File: config.mk
export PLATFORM = sky130hd
export DESIGN_NAME = pixel_pack_writer
export DESIGN_NICKNAME = d
export VERILOG_FILES = /design/src/rtl/pixel_pack_writer.sv
export SDC_FILE = /design/constraint.sdc
export NUM_CORES = 1
export LEC_CHECK = 0
export ABC_AREA = 1
export CAP_MARGIN = 40
export CORE_ASPECT_RATIO = 1.75
export CORE_MARGIN = 10
export CORE_UTILIZATION = 55
export CTS_CLUSTER_SIZE = 24
export DETAILED_ROUTE_END_ITERATION = 10
export GPL_TIMING_DRIVEN = 0
export PLACE_DENSITY = 0.84
export SYNTH_ARGS = -nofsm -noshare
export SYNTH_HDL_FRONTEND = slang
export SYNTH_SLANG_ARGS = --single-unit
File: constraint.sdc
create_clock -name clk -period 4.77 [get_ports clk]
set_input_delay 0.954 -clock clk [delete_from_list [all_inputs] [get_ports clk]]
set_output_delay 0.954 -clock clk [all_outputs]
set_load 0.005 [all_outputs]
File: src/rtl/pixel_pack_writer.sv
// Packs signed convolution results into 32-bit words of four 8-bit pixels and writes them to frame memory.
// Optional macro PIXEL_SAT_CLAMP_EN: saturate each result to 0..255 instead of truncating to its low byte.
module pixel_pack_writer #(
    parameter int COLS = 512,
    parameter int ROWS = 480
) (
    input  logic        clk,
    input  logic        reset,
    input  logic        start,
    input  logic [23:0] res_data,
    input  logic        res_valid,
    output logic        res_ready,
    output logic [15:0] mem_addr,
    output logic [31:0] mem_data,
    output logic        mem_we,
    output logic        busy,
    output logic        frame_done
);

    typedef enum logic [1:0] {
        IDLE  = 2'd0,
        ACCUM = 2'd1,
        WRITE = 2'd2,
        DONE  = 2'd3
    } state_t;

    localparam logic [8:0] COL_LAST = 9'(COLS - 1);
    localparam logic [8:0] ROW_LAST = 9'(ROWS - 1);

    state_t      state_r;
    logic [8:0]  row_r;
    logic [8:0]  col_r;
    logic [31:0] pack_r;
    logic        wrap_r;

    logic [7:0]  pixel_s;
    logic [31:0] pack_next_s;
    logic [8:0]  col_next_s;
    logic        accept_s;

    function automatic logic [7:0] to_pixel(input logic [23:0] d);
`ifdef PIXEL_SAT_CLAMP_EN
        if (d[23]) begin
            return 8'h00;
        end else if (d[22:8] != 15'd0) begin
            return 8'hFF;
        end else begin
            return d[7:0];
        end
`else
        return d[7:0];
`endif
    endfunction

    // Pixel conversion, lane insertion and column advance for the pixel offered this cycle
    always_comb begin
        pixel_s     = to_pixel(res_data);
        pack_next_s = pack_r;
        accept_s    = (state_r == ACCUM) && res_valid && res_ready;
        col_next_s  = (col_r == COL_LAST) ? 9'd0 : (col_r + 9'd1);
        case (col_r[1:0])
            2'd0:    pack_next_s[7:0]   = pixel_s;
            2'd1:    pack_next_s[15:8]  = pixel_s;
            2'd2:    pack_next_s[23:16] = pixel_s;
            2'd3:    pack_next_s[31:24] = pixel_s;
            default: pack_next_s        = pack_r;
        endcase
    end

    // Frame sequencer with registered handshake and memory outputs
    always_ff @(posedge clk) begin
        if (reset) begin
            state_r    <= IDLE;
            row_r      <= 9'd0;
            col_r      <= 9'd0;
            pack_r     <= 32'd0;
            wrap_r     <= 1'b0;
            res_ready  <= 1'b0;
            mem_addr   <= 16'd0;
            mem_data   <= 32'd0;
            mem_we     <= 1'b0;
            busy       <= 1'b0;
            frame_done <= 1'b0;
        end else begin
            case (state_r)
                IDLE: begin
                    mem_we     <= 1'b0;
                    frame_done <= 1'b0;
                    if (start) begin
                        state_r   <= ACCUM;
                        row_r     <= 9'd0;
                        col_r     <= 9'd0;
                        pack_r    <= 32'd0;
                        wrap_r    <= 1'b0;
                        res_ready <= 1'b1;
                        busy      <= 1'b1;
                    end else begin
                        res_ready <= 1'b0;
                        busy      <= 1'b0;
                    end
                end
                ACCUM: begin
                    if (accept_s) begin
                        pack_r <= pack_next_s;
                        col_r  <= col_next_s;
                        wrap_r <= (col_r == COL_LAST);
                        // The fourth lane completes a word: emit it straight from the merged value
                        if (col_r[1:0] == 2'd3) begin
                            state_r   <= WRITE;
                            res_ready <= 1'b0;
                            mem_we    <= 1'b1;
                            mem_addr  <= {row_r, col_r[8:2]};
                            mem_data  <= pack_next_s;
                        end else begin
                            state_r <= ACCUM;
                        end
                    end else begin
                        state_r <= ACCUM;
                    end
                end
                WRITE: begin
                    mem_we <= 1'b0;
                    if (wrap_r && (row_r == ROW_LAST)) begin
                        state_r    <= DONE;
                        frame_done <= 1'b1;
                    end else begin
                        state_r   <= ACCUM;
                        res_ready <= 1'b1;
                        if (wrap_r) begin
                            row_r <= row_r + 9'd1;
                        end else begin
                            row_r <= row_r;
                        end
                    end
                end
                DONE: begin
                    state_r    <= IDLE;
                    frame_done <= 1'b0;
                    busy       <= 1'b0;
                    res_ready  <= 1'b0;
                end
                default: begin
                    state_r    <= IDLE;
                    res_ready  <= 1'b0;
                    mem_we     <= 1'b0;
                    busy       <= 1'b0;
                    frame_done <= 1'b0;
                end
            endcase
        end
    end

endmodule

==> results of run 1 <==
[power by group through the flow]
stage,clock (mW),combinational (mW),sequential [mW]
6_report,0.751,0.244,0.833
5_1_grt,0.789,0.266,0.834
4_1_cts,0.755,0.238,0.833
3_5_place_dp,0,0.236,0.851
3_3_place_gp,0,0.226,0.850
2_1_floorplan,0,0.167,0.849
[routing by layer]
metal	vias up	track usage, %	wire length [um]
li1	2008	-	-
met4	0	10.5	384
met1	1956	21.3	4570
met5	-	0	0
met2	150	38.5	6690
met3	30	5.72	686
[path summary, 6_finish.rpt]
check | startpoint | to | cells past startpoint
worst min register to register | mem_data[18] | mem_data[18] | 2
worst max register to register | col_r[1] | col_r[4] | 14
worst min-delay path | mem_data[18] | mem_data[18] | 2
worst max-delay path | reset | mem_data[23] | 4
[synthesized netlist by cell type]
cell type  count
a211oi_1       5
buf_6          6
buf_4          4
nand2_2        4
a21oi_1      103
nand4_1        6
clkbuf_1      12
o21ai_2        1
clkbuf_2       3
nand2_1      121
o21ai_0       24
o21ai_1        3
nor2_1        69
inv_1         34
buf_1          1
inv_2          6
inv_4          1
o21a_1         1
nand3_2        1
nor3b_1        1
nor2_2         1
buf_2         13
nor3_1         2
nor2_4         2
ha_1          10
nand3_1       39
nand3_4        1
dfxtp_1       97
[stage by stage]
step / worst slack, ns / power, mW
3_5_place_dp: 2.11 / 1.09
4_1_cts: 2.45 / 1.83
2_1_floorplan: 2.98 / 1.02
5_1_grt: 2.30 / 1.89
3_3_place_gp: 2.16 / 1.08
6_report: 2.40 / 1.83
[kinds of logic (layout without fill, tap and decap cells)]
kind of cell	Yosys count	count (layout)	synth area share [%]
AOI/OAI and AO/OA	137	137	16.8
adders and majority gates	10	10	2.98
buffers and inverters	80	159	9.12
DFF	97	97	46.2
and+or+nand+nor	247	247	24.9
[registers in the layout, indices dropped and copies added (netlist names)]
name and count:
frame_done 1, mem_we 1, col_r 9, busy 1, state_r 2, wrap_r 1, pack_r 24, row_r 9
mem_addr 16, mem_data 32, res_ready 1
[critical path, stage by stage]
cell	delay, ns
clkdlybuf4s50_1	0.58
buf_1	0.50
clkbuf_1	0.45
a21oi_1	0.10
[cells in the final DEF (no fill, tap or decap), types with 2 or more instances in the layout]
| cell type | netlist | layout |
|---|---|---|
| inv_1 | 34 | 34 |
| a211oi_1 | 5 | 5 |
| buf_4 | 4 | 4 |
| buf_6 | 6 | 6 |
| nand2_1 | 121 | 121 |
| nor3_1 | 2 | 2 |
| o21ai_0 | 24 | 24 |
| nand2_2 | 4 | 4 |
| nor2_4 | 2 | 2 |
| clkbuf_1 | 12 | 14 |
| dfxtp_1 | 97 | 97 |
| inv_2 | 6 | 6 |
| nand4_1 | 6 | 6 |
| o21ai_1 | 3 | 3 |
| nand3_1 | 39 | 39 |
| ha_1 | 10 | 10 |
| buf_2 | 13 | 13 |
| clkbuf_8 | 0 | 3 |
| a21oi_1 | 103 | 103 |
| clkbuf_2 | 3 | 3 |
| nor2_1 | 69 | 69 |
| clkdlybuf4s50_1 | 0 | 63 |
| clkbuf_16 | 0 | 9 |
[final cells by class]
class / instances / share of cell area (%)
buffer: 39 / 4.31
tap: 88 / 2.10
multi-input combinational: 394 / 35.7
inverter: 41 / 2.98
sequential: 97 / 37.0
clock inverter: 2 / 0.667
clock buffer: 14 / 5.22
timing repair buffer: 63 / 12.0
==> impl_results.md, run 1 <==
- Status: complete, no violations
- Synth cell types: 28
- H-tree depth: 3
- Layout cells sized above 1: 8.77%
- Non-filler cells, final: 738
- Clock Pin Slew Worst Setup and Hold Paths: 0.06 ns
- Sw frac: 26.0%
- R2R setup slack: 2.47 ns
- Pin count of the biggest net entering global routing: 15
- Multi-input logic area: 1870 sq um
- Register area: 1940 sq um
- Max_slew headroom: 57.2%
- Routed via count: 4144
- Worst-Margin Slew: 0.642 ns
- HPWL after detailed placement: 9.11 mm
- Post-route cell area: 5250 sq um
- Kind of critical path: in2reg
- Netlist Area Pre-Place: 4200 sq um
- Post-synthesis net count: 609
- Rows: 42
- Crit end category: flip-flop
- YS warnings: 0
- Synth top area cells: dfxtp_1, a21oi_1, nand2_1
- Root Buffer: clkbuf_16
- Worst Path Arrival: 2.58 ns
- Synth area leader: dfxtp_1
- Synthesized area per cell: 7.35 sq um
- WP data required: 4.98 ns
- Placed Area: 4940 sq um
- Fmax: 422 MHz
- Diodes inserted: 0
- Leakage power: 2.00 nW
- Total CTS buffers: 9
- VDD IR max: 261 uV
- Part of the cycle the worst path needs: 49.7%
- Post-cts sizing count: 0
- # DRC: 0
- Min-Delay Path Class: reg2reg
- Total track usage: 21.2%
- Max cap viols: 0
- Final hold slack: 0.462 ns
- Port Buf Inserts: 63
- Flop pwr share: 45.6%
- Vias in the first global route: 4012
- RSZ-0062 raised after global routing: false
- Initial drt markers: 260
- Routed vias/inst: 5.62
- Sequential fraction of the synthesis area: 46.2%
- Seq cells post-synth: 97
- Hold Fails Final Rpt: 0
- Final period demand of the worst path: 2.37 ns
- CTS tree: built
- Die H: 136 um
- Die ar.: 11700 sq um
- Final WL: 12.3 mm
- CORE AREA: 7510 sq um
- RD Place Congestion: 0.867
- Clk sinks: 97
- Post-synth top area share: 46.2%
- Cell Pwr Density: 348 nW/um^2
- Max clock buf depth: 2
- Inst Count DP: 722
- Int Power: 1.35 mW
- Nets: 683
- # setup viols final: 0
- Worst skew pair latency: 0.34 ns
- Starting density of the core: 55.9%
- Post-layout util: 69.8%
- Antenna violations before repair: 0
- Final slew viol count: 0
- Overflow left after global routing: 0
- Routed len/inst: 16.7 um
- DR pass1 iterations: 7
- Clock Skews: 0.00447 ns
- Comb pwr share: 13.3%
- Remaining antenna violation count: 0
- CTS Hold Bufs: 0
- First-pass GRT wire length: 19.9 mm
- Clock share of power: 41.1%
- Fill count: 628
- Die width: 86.1 um
- Switching power: 0.476 mW
- Setup crit start kind: input pin
- Postcts setup bufs: 0
- Cells after Synth: 571
- Number of I/O pins: 80
- TNS Setup: 0 ns
- Area grow syn2layout: 25.0%
- Max Fanout on Critical Path: 10
Power figures use the tool's default switching activity.
==> run 2, diff against run 1 <==
CORE_UTILIZATION = 51   (was 55)
PLACE_DENSITY = 0.79   (was 0.84)
clock period = 2.26 ns   (was 4.77 ns; I/O delays follow)
==> impl_results.md, run 2 (synthesis results as in run 1) <==
- Overflow left after global routing: 0
- Final WL: 12.0 mm
- # DRC: 0
- WP data required: 2.50 ns
- Crit end category: flip-flop
- Final slew viol count: 0
- TNS Setup: 0 ns
- Final period demand of the worst path: 2.02 ns
- DR pass1 iterations: 4
- CTS Hold Bufs: 0
- Part of the cycle the worst path needs: 89.4%
- Port Buf Inserts: 63
- H-tree depth: 3
- RSZ-0062 raised after global routing: false
- Largest Register: mem_data
- Hold Fails Final Rpt: 0
- RD Place Congestion: 0.876
- Routed via count: 4108
- Clock Skews: 0.00489 ns
- Routed len/inst: 16.2 um
- Total track usage: 19.3%
- Min-Delay Path Class: reg2reg
- Area grow syn2layout: 25.5%
- Worst skew pair latency: 0.35 ns
- Post-cts sizing count: 0
- Post-layout util: 66.2%
- Layout cells sized above 1: 9.24%
- Rows: 43
- Leakage power: 2.00 nW
- CORE AREA: 7960 sq um
- Max FFs per register: 32
- Max clock buf depth: 2
- Number of I/O pins: 80
- CP peak stage delay: 0.42 ns
- Postcts setup bufs: 0
- Worst path slowest cell: dfxtp_1
- Max_slew headroom: 57.7%
- Inst Count DP: 724
- Non-filler cells, final: 739
- Setup crit start kind: flip-flop
- Die H: 140 um
- Final hold slack: 0.465 ns
- CP most frequent cell: nand2_1
- Remaining antenna violation count: 0
- Kind of critical path: reg2reg
- Multi-input logic area: 1880 sq um
- Routed vias/inst: 5.56
- VDD IR max: 496 uV
- Root Buffer: clkbuf_16
- Starting density of the core: 52.7%
- HPWL after detailed placement: 8.99 mm
- Die width: 88.6 um
- Status: complete, no violations
- Die ar.: 12400 sq um
- Diodes inserted: 0
- Most common library cell in the layout ignoring fill and taps: nand2_1
- Fill count: 687
- Vias in the first global route: 4011
- # setup viols final: 0
- Nets: 683
- Cell Pwr Density: 739 nW/um^2
- Worst-Margin Slew: 0.635 ns
- Biggest regs: mem_data (32), pack_r (24), mem_addr (16)
- Antenna violations before repair: 0
- Clock Pin Slew Worst Setup and Hold Paths: 0.07 ns
- Fmax: 495 MHz
- Clk sinks: 97
- Max cap viols: 0
- Critical path cell sequence: ha_1 -> buf_4 -> nand2_1 -> nor2_1 -> nand2_1 -> nor3_2 -> ha_1 -> inv_1 -> nand2_1 -> nand3_1 -> nand2_2 -> inv_1 -> nand2_1 -> nor2_1
- Pin count of the biggest net entering global routing: 16
- Register area: 1940 sq um
- Worst Path Arrival: 2.26 ns
- CTS tree: built
- Most frequent cells in the layout: nand2_1, a21oi_1, dfxtp_1, nor2_1, clkdlybuf4s50_1
- Max Fanout on Critical Path: 6
- First-pass GRT wire length: 19.0 mm
- Initial drt markers: 303
- Total CTS buffers: 9
## run 2: power by group
group	internal [mW]	switching [mW]	total, mW
logic	0.171	0.328	0.498
clock network	0.991	0.643	1.63
registers	1.74	0.0221	1.76
## run 2: routing by layer
metal | vias to the layer above | track usage (%) | share of wire, % | routed length (um)
met5 | - | 0 | 0 | 0
met2 | 141 | 36.0 | 54 | 6490
met1 | 1934 | 18.8 | 37 | 4440
met3 | 26 | 4.47 | 5.7 | 687
li1 | 2007 | - | - | -
met4 | 0 | 8.90 | 2.9 | 353
## run 2: metrics by stage
step / power (mW) / worst slack [ns] / cell area [sq um]
after floorplan: 2.14 / 0.519 / 4200
after detailed placement: 2.28 / 0.0875 / 4940
after CTS: 3.88 / 0.0863 / 5260
after global routing: 4.03 / 0.0706 / 5270
after global placement: 2.27 / 0.122 / 4940
final: 3.89 / 0.240 / 5270
## run 2: critical path: cells and delay by family, from the launching register on
kind,cells,cell delay [ns]
fa+ha+maj,2,0.38
buf+inv,3,0.24
flops,1,0.42
simple gates,9,0.88
## run 2: final timing paths
check	start	end	slack, ns	depth (start not counted)
max	col_r[0]	col_r[6]	0.24	14
min	mem_data[22]	mem_data[22]	0.47	2
min reg2reg	mem_data[22]	mem_data[22]	0.47	2
max reg2reg	col_r[0]	col_r[6]	0.24	14
## run 2: layout make-up
type	count	area share, %
buffer	39	4.30
clock buffer	10	4.54
clock inverter	5	1.52
inverter	41	2.97
multi-input combinational	394	35.7
sequential	97	36.9
tap	90	2.14
timing repair buffer	63	12.0
